===== config.mk =====
export PLATFORM = sky130hd
export DESIGN_NAME = reg_write_arbiter
export DESIGN_NICKNAME = d
export VERILOG_FILES = /design/src/rtl/reg_write_arbiter.sv
export SDC_FILE = /design/constraint.sdc
export NUM_CORES = 1
export LEC_CHECK = 0
export ABC_CLOCK_PERIOD_IN_PS = 2700
export CAP_MARGIN = 10
export CORE_MARGIN = 2
export CORE_UTILIZATION = 43
export DETAILED_ROUTE_END_ITERATION = 10
export PLACE_DENSITY = 0.76
export SLEW_MARGIN = 20
export SYNTH_ARGS = -nofsm -noshare
export SYNTH_HDL_FRONTEND = slang
export SYNTH_SLANG_ARGS = --single-unit

===== constraint.sdc =====
create_clock -name clock -period 2.7 [get_ports clock]
set_input_delay 0.405 -clock clock [delete_from_list [all_inputs] [get_ports clock]]
set_output_delay 0.405 -clock clock [all_outputs]
set_load 0.01 [all_outputs]

===== src/rtl/reg_write_arbiter.sv =====
// Configuration register file with a round-robin, 4-phase req/ack write arbiter
// shared by the I2C slave port and the parallel-load port.
module reg_write_arbiter #(
    parameter int unsigned REGCOUNT = 24,
    parameter int unsigned DATA_W   = 8,
    parameter int unsigned ADDR_W   = 5
) (
    input  logic                       clock,
    input  logic                       reset,
    input  logic                       i2c_req,
    input  logic [ADDR_W-1:0]          i2c_addr,
    input  logic [DATA_W-1:0]          i2c_data,
    output logic                       i2c_ack,
    input  logic                       par_req,
    input  logic [ADDR_W-1:0]          par_addr,
    input  logic [DATA_W-1:0]          par_data,
    output logic                       par_ack,
    output logic [DATA_W*REGCOUNT-1:0] registers_packed,
    output logic                       err,
    output logic                       err_src,
    input  logic                       err_clr,
    output logic                       busy
);

    localparam int unsigned LOCK_IDX = REGCOUNT - 1;
    localparam logic        SRC_I2C  = 1'b0;
    localparam logic        SRC_PAR  = 1'b1;

    typedef enum logic [1:0] {
        ST_IDLE,
        ST_ACK,
        ST_WAIT
    } state_e;

    state_e            state_q, state_d;
    logic              winner_q, winner_d;   // doubles as last_winner
    logic              i2c_ack_q, i2c_ack_d;
    logic              par_ack_q, par_ack_d;
    logic              err_q, err_d;
    logic              err_src_q, err_src_d;
    logic              busy_q, busy_d;
    logic [DATA_W-1:0] regs_q [REGCOUNT];
    logic [DATA_W-1:0] regs_d [REGCOUNT];

    logic              grant;
    logic              pick;
    logic              legal;
    logic [ADDR_W-1:0] sel_addr;
    logic [DATA_W-1:0] sel_data;

    // Winner selection and legality of the candidate write at the IDLE edge
    always_comb begin
        grant    = (state_q == ST_IDLE) && (i2c_req || par_req);
        pick     = (i2c_req && par_req) ? ~winner_q : par_req;
        sel_addr = (pick == SRC_PAR) ? par_addr : i2c_addr;
        sel_data = (pick == SRC_PAR) ? par_data : i2c_data;
        legal    = (32'(sel_addr) < REGCOUNT) &&
                   !((pick == SRC_PAR) && regs_q[LOCK_IDX][0]);
    end

    // Next-state, register writes, ack pulses and sticky error
    always_comb begin
        state_d   = state_q;
        winner_d  = winner_q;
        i2c_ack_d = 1'b0;
        par_ack_d = 1'b0;
        err_d     = err_q;
        err_src_d = err_src_q;
        regs_d    = regs_q;

        unique case (state_q)
            ST_IDLE: begin
                if (grant) begin
                    state_d   = ST_ACK;
                    winner_d  = pick;
                    i2c_ack_d = (pick == SRC_I2C);
                    par_ack_d = (pick == SRC_PAR);
                    if (legal) begin
                        regs_d[sel_addr] = sel_data;
                    end
                end
            end
            ST_ACK: begin
                state_d = ST_WAIT;
            end
            ST_WAIT: begin
                if (!((winner_q == SRC_PAR) ? par_req : i2c_req)) begin
                    state_d = ST_IDLE;
                end
            end
            default: begin
                state_d = ST_IDLE;
            end
        endcase

        // A new error beats a coincident clear and then owns err_src
        if (grant && !legal) begin
            err_d = 1'b1;
            if (!err_q || err_clr) begin
                err_src_d = pick;
            end
        end else if (err_clr) begin
            err_d     = 1'b0;
            err_src_d = 1'b0;
        end

        busy_d = (state_d != ST_IDLE);
    end

    always_ff @(posedge clock or negedge reset) begin
        if (!reset) begin
            state_q   <= ST_IDLE;
            winner_q  <= SRC_PAR;
            i2c_ack_q <= 1'b0;
            par_ack_q <= 1'b0;
            err_q     <= 1'b0;
            err_src_q <= 1'b0;
            busy_q    <= 1'b0;
            regs_q    <= '{default: '0};
        end else begin
            state_q   <= state_d;
            winner_q  <= winner_d;
            i2c_ack_q <= i2c_ack_d;
            par_ack_q <= par_ack_d;
            err_q     <= err_d;
            err_src_q <= err_src_d;
            busy_q    <= busy_d;
            regs_q    <= regs_d;
        end
    end

    for (genvar g = 0; g < REGCOUNT; g++) begin : g_pack
        assign registers_packed[g*DATA_W +: DATA_W] = regs_q[g];
    end

    assign i2c_ack = i2c_ack_q;
    assign par_ack = par_ack_q;
    assign err     = err_q;
    assign err_src = err_src_q;
    assign busy    = busy_q;

endmodule


==> flow_summary.yaml, run 1 <==
placed_design:
  hpwl_mm: 14.6
  gp_congestion: 0.834
  placedCellCount: 984
  dp_slack_ps: -88.7
  port_buffers: 227
timing:
  relSlewSlack_pct: 60.4
  setup_tns_ps: 0
  hold_viol: 15
  tightest_slew_ps: 594
  finalCritPeriodShare_pct: 88.0
  finalSetupViolCount: 0
  grt_setup_unrepaired: "no"
  period_needed_ps: 2380
  drv_slew: 0
  layout_setup_ws_ps: 323
  timing.hold.ws_ps: -34.4
  clock_skew_ps: 12.0
  fmax_ghz: 0.421
synthesis:
  seq_area_frac_synth_pct: 63.5
  synth_warnings: 0
  yosysTopAreaCellShare_pct: 63.1
  synth_nets: 552
  avgSynthCellArea_um2: 15.1
  synth_seq_cells: 200
  synth_top_cell_by_area: "dfrtp_1"
  synth_area_leaders: "dfrtp_1 63%, mux2_2 27%, nand2_1 1.6%"
  synth_cell_types: 27
  mappedNetlistArea_mm2: 0.00789
  syn_inst: 521
finish:
  layout-drive-gt1-share_pct: 34.0
  num_antenna_cells: 0
  layout.nets: 805
  area_growth_pct: 41.8
  final_cell_mix: "226 x clkdlybuf4s50_1, 199 x dfrtp_1, 186 x mux2_2"
  final_util_pct: 62.2
  layout_commonest_cell: "clkdlybuf4s50_1"
  stdcell_count: 1015
  fillers: 1369
die:
  row_count: 49
  die-height_um: 139
  core_area_mm2: 0.0180
  die_w_um: 139
  ios: 228
  die_area_mm2: 0.0194
  initial_core_util_pct: 43.9
setup_path:
  rrSetupSlack_ps: 320
  crit_arrival_ps: 2690
  slowest_delay_ps: 580
  worstSetupPathType: "reg2reg"
  critPathRequiredTime_ps: 3010
  cp_common_cell: "mux2_2"
  reg2reg_depth: 6
  path_cells: "a21bo_2 > buf_4 > mux2_2 > nor2_1 > nand2_1 > mux2_2"
  worstSetupStartpointType: "flip-flop"
  end_kind: "flip-flop"
  slowest_stage: "dfstp_2"
  cp_max_fo: 8
detailed_routing:
  wl_per_cell_um: 20.8
  vias: 5253
  postRouteAntennaNets: 0
  drt_first_iter_violations: 185
  drc: 0
  finalWirelength_mm: 21.1
  vias_per_cell: 5.18
  dr.pass1.iters: 4
clock_tree:
  cts_tree: "built"
  post_cts_buffers: 0
  htree_levels: 4
  cts_buffers: 17
  clock_tree.root_cell: "clkbuf_16"
  path_clk_slew_ps: 70
  cts_resized: 0
  clkLatencyLatePin_ps: 430
  clock-sinks: 200
  hold_buffers: 0
  clockBufferDepth: 2
power:
  powerDensity_mw_per_mm2: 1190
  swShare_pct: 30.9
  p_clk_share_pct: 17.8
  vdd_drop_max_uv: 604
  sequentialPowerShare_pct: 39.6
  combPwrFrac_pct: 42.7
  intPower_mw: 9.22
  p_switching_mw: 4.12
  p_leak_nw: 5.22
global_route:
  grt_pass1_vias: 5665
  grt_max_degree: 74
  track_usage_pct: 22.2
  antenna_found_initial: 0
  grt_pass1_wl_mm: 33.0
  overflow: 0
outcome:
  violations: "negative hold slack"
  status: "finished with violations"
flow_run:
  drv_cap: 0
hold_path:
  min-delay-path-class: "in2async"
metal layers:
| metal | GRT usage (%) | up-vias | part of all wire, % | wire (µm) |
|---|---|---|---|---|
| li1 | - | 2328 | - | - |
| met1 | 26.8 | 2735 | 41 | 8560 |
| met5 | 0 | - | 0 | 0 |
| met3 | 5.26 | 27 | 5.3 | 1120 |
| met2 | 39.1 | 163 | 52 | 11000 |
| met4 | 7.66 | 0 | 2.2 | 458 |
path summary, 6_finish.rpt:
path | start | end
min in group clock | registers_packed[100]$_DFFE_PN0P_ | registers_packed[100]$_DFFE_PN0P_
worst max-delay path | winner_q$_DFFE_PN1P_ | registers_packed[135]$_DFFE_PN0P_
max in group asynchronous | reset | registers_packed[120]$_DFFE_PN0P_
worst min-delay path | reset | err$_DFFE_PN0P_
worst min register to register | registers_packed[100]$_DFFE_PN0P_ | registers_packed[100]$_DFFE_PN0P_
worst max register to register | winner_q$_DFFE_PN1P_ | registers_packed[135]$_DFFE_PN0P_
cells in the mapped netlist (all sizes together):
library cell and instances:
a2111oi 3, a21bo 1, a21boi 1, a21o 1
a21oi 2, and3 4, buf 6, clkbuf 20
dfrtp 199, dfstp 1, inv 2, mux2 194
mux2i 6, nand2 45, nand2b 2, nand3 1
nand3b 4, nor2 12, nor2b 8, nor3 1
o21ai 6, or3 2
cells by family (layout without fill, tap and decap cells):
group / after synthesis / count (layout) / share of synthesized area [%]
muxes: 200 / 200 / 28.5
DFF: 200 / 200 / 63.5
and+or+nand+nor: 79 / 79 / 4.93
buffers and inverters: 28 / 293 / 1.57
AOI/OAI and AO/OA: 14 / 14 / 1.55
flip-flops by register name (all words and copies together) (netlist names):
signal            flops
busy                  1
registers_packed    192
par_ack               1
err                   1
err_src               1
state_q               2
winner_q              1
i2c_ack               1
power by group through the flow:
| stage | Sequential, mW | Combinational [mW] | Clock (mW) |
|---|---|---|---|
| after floorplan | 5.81 | 1.54 | 0 |
| after global placement | 5.24 | 5.62 | 0 |
| after detailed placement | 5.32 | 5.73 | 0 |
| after CTS | 5.28 | 5.76 | 2.42 |
| after global routing | 5.45 | 6.00 | 2.56 |
| final | 5.28 | 5.69 | 2.37 |
critical path: cells and delay by family, from the launching register on:
| family | cells | cell delay [ps] |
|---|---|---|
| flip-flops | 1 | 580 |
| multiplexers | 2 | 780 |
| buffers and inverters | 1 | 190 |
| AO/OA/AOI/OAI | 1 | 190 |
| AND/OR/NAND/NOR | 2 | 510 |
cell type report:
cell class | count | area [µm²] | area share (%)
well taps | 229 | 287 | 2.56
multi-input cells | 293 | 2760 | 24.7
inverters | 2 | 7.51 | 0.0672
repair buffers | 260 | 2570 | 23.0
clock buffers | 23 | 488 | 4.36
flip-flops and latches | 200 | 5010 | 44.8
clock inverters | 8 | 61.3 | 0.548
stage by stage:
step	instance area (µm²)	power [mW]	hold WS, ps
after floorplan	7890	7.35	109
after global placement	10600	10.9	442
after detailed placement	10600	11.1	458
after CTS	11200	13.5	0.167
after global routing	11200	14.0	14.2
final	11200	13.3	-34.4
Note: power is estimated with default switching activity, not from simulation.
==> run 2: changes to the inputs <==
Settings changed: ABC_CLOCK_PERIOD_IN_PS 2700 to 2840, CORE_UTILIZATION 43 to 51, PLACE_DENSITY 0.76 to 0.85.
Clock period 2.7 ns to 2.84 ns, I/O delays scaled along.
==> run 2 against run 1 <==
Against the previous run: the run now ends clean; final area about the same; critical endpoint is now registers_packed[110]$_DFFE_PN0P_; critical path type is now in2reg; clock-buffer cell count down 2; highest routed layer unchanged; non-clock buffer count down 4.
==> flow_summary.yaml, run 2 (same netlist as run 1, synthesis figures left out) <==
outcome:
  status: "finished, final reports clean"
power:
  powerDensity_mw_per_mm2: 1160
  p_leak_nw: 5.24
  p_total_mw: 13.0
  vdd_drop_max_uv: 641
timing:
  fmax_ghz: 0.399
  layout_setup_ws_ps: 334
  drv_slew: 0
  finalSetupViolCount: 0
  relSlewSlack_pct: 58.8
  finalCritPeriodShare_pct: 88.2
  tightest_slew_ps: 618
  period_needed_ps: 2510
  clock_skew_ps: 7.25
  grt_setup_unrepaired: "no"
  timing.hold.ws_ps: 1.31
  hold_viol: 0
die:
  die-height_um: 128
  ios: 228
  core_area_mm2: 0.0151
  die_w_um: 128
  die_area_mm2: 0.0165
  initial_core_util_pct: 52.1
  row_count: 45
global_route:
  grt_pass1_vias: 5725
  overflow: 0
  antenna_found_initial: 0
  grt_pass1_wl_mm: 32.8
  grt_max_degree: 75
  track_usage_pct: 26.9
placed_design:
  dp_slack_ps: -93.6
  gp_congestion: 0.837
  hpwl_mm: 14.8
  placed_cell_area_mm2: 0.0106
  port_buffers: 227
clock_tree:
  cts_tree: "built"
  path_clk_slew_ps: 70
  clock_tree.root_cell: "clkbuf_16"
  clock-sinks: 200
  cts_resized: 0
  clkLatencyLatePin_ps: 430
  clockBufferDepth: 2
  hold_buffers: 0
  htree_levels: 4
  post_cts_buffers: 0
  cts_buffers: 17
finish:
  final_util_pct: 73.8
  layout-drive-gt1-share_pct: 33.8
  fin_area_mm2: 0.0112
  area_growth_pct: 41.8
  largest_reg_flops: 192
  layout.nets: 801
  final_cell_mix: "226 x clkdlybuf4s50_1, 199 x dfrtp_1, 186 x mux2_2"
  layout_commonest_cell: "clkdlybuf4s50_1"
  num_antenna_cells: 0
setup_path:
  reg2reg_depth: 7
  worstSetupStartpointType: "input pin"
  cp_common_cell: "buf_4"
  end_kind: "flip-flop"
  worstSetupPathType: "in2reg"
  crit_arrival_ps: 2820
  cp_num_buf_inv: 3
  path_cells: "clkdlybuf4s50_1 > a21bo_2 > buf_4 > mux2i_1 > nor2_1 > buf_4 > nand2_2 > mux2_2"
  slowest_delay_ps: 490
  cp.depth: 8
  critPathTopFamily: "buffers and inverters"
  cp_max_fo: 16
  slowest_stage: "clkdlybuf4s50_1"
  critPathRequiredTime_ps: 3150
detailed_routing:
  finalWirelength_mm: 21.7
  drt_first_iter_violations: 272
  drc: 0
  vias: 5343
  wl_per_cell_um: 22.4
  vias_per_cell: 5.51
  dr.pass1.iters: 4
  postRouteAntennaNets: 0
flow_run:
  drv_cap: 0
hold_path:
  min-delay-path-class: "in2async"
## run 2: cell types whose count changed in the layout (fill, tap and decap cells not counted)
| cell | change |
|---|---|
| buf_12 | +2 |
| buf_4 | -6 |
| bufinv_16 | +3 |
| clkbuf_1 | -1 |
| clkbuf_8 | -1 |
| clkinv_2 | +1 |
| clkinvlp_4 | -1 |
| inv_6 | -1 |
## run 2: power by group
group	internal [mW]	switching, mW	total (mW)
Sequential	4.21	0.808	5.02
Clock	1.46	1.03	2.49
Combinational	3.32	2.16	5.48
## run 2: worst paths after layout
kind	from	to	slack, ps
setup reg to reg	winner_q$_DFFE_PN1P_	registers_packed[110]$_DFFE_PN0P_	330
hold reg to reg	registers_packed[29]$_DFFE_PN0P_	registers_packed[29]$_DFFE_PN0P_	500
max in group asynchronous	reset	winner_q$_DFFE_PN1P_	1960
min in group clock	registers_packed[29]$_DFFE_PN0P_	registers_packed[29]$_DFFE_PN0P_	500
hold / removal	reset	registers_packed[161]$_DFFE_PN0P_	1
setup / recovery	par_req	registers_packed[110]$_DFFE_PN0P_	330
## run 2: final cells by class
cell class	count	area [µm²]
fill	936	3960
inverter	2	7.51
multi-input combinational	293	2760
clock buffer	21	470
sequential	200	5010
timing repair buffer	256	2570
tap	188	235
clock inverter	10	140
## run 2: stage by stage
stage	setup TNS, ps	instances
global route	0	970
detailed placement	-2600	939
floorplan	0	521
global placement	0	939
CTS	0	970
finish	0	970
## run 2: worst reg2reg max path, cell delays in order, from the launching register on
cell and delay, ps:
dfstp_2 580, a21bo_2 190, buf_4 250, mux2i_1 460
nor2_1 140, buf_4 170, nand2_2 210, mux2_2 390
## run 2: routing by layer
| metal | track usage [%] | vias up | routed length, µm |
|---|---|---|---|
| met5 | 0 | - | 0 |
| met4 | 8.53 | 0 | 461 |
| met3 | 8.81 | 30 | 1660 |
| met2 | 44.8 | 200 | 10900 |
| met1 | 33.6 | 2785 | 8690 |
| li1 | - | 2328 | - |
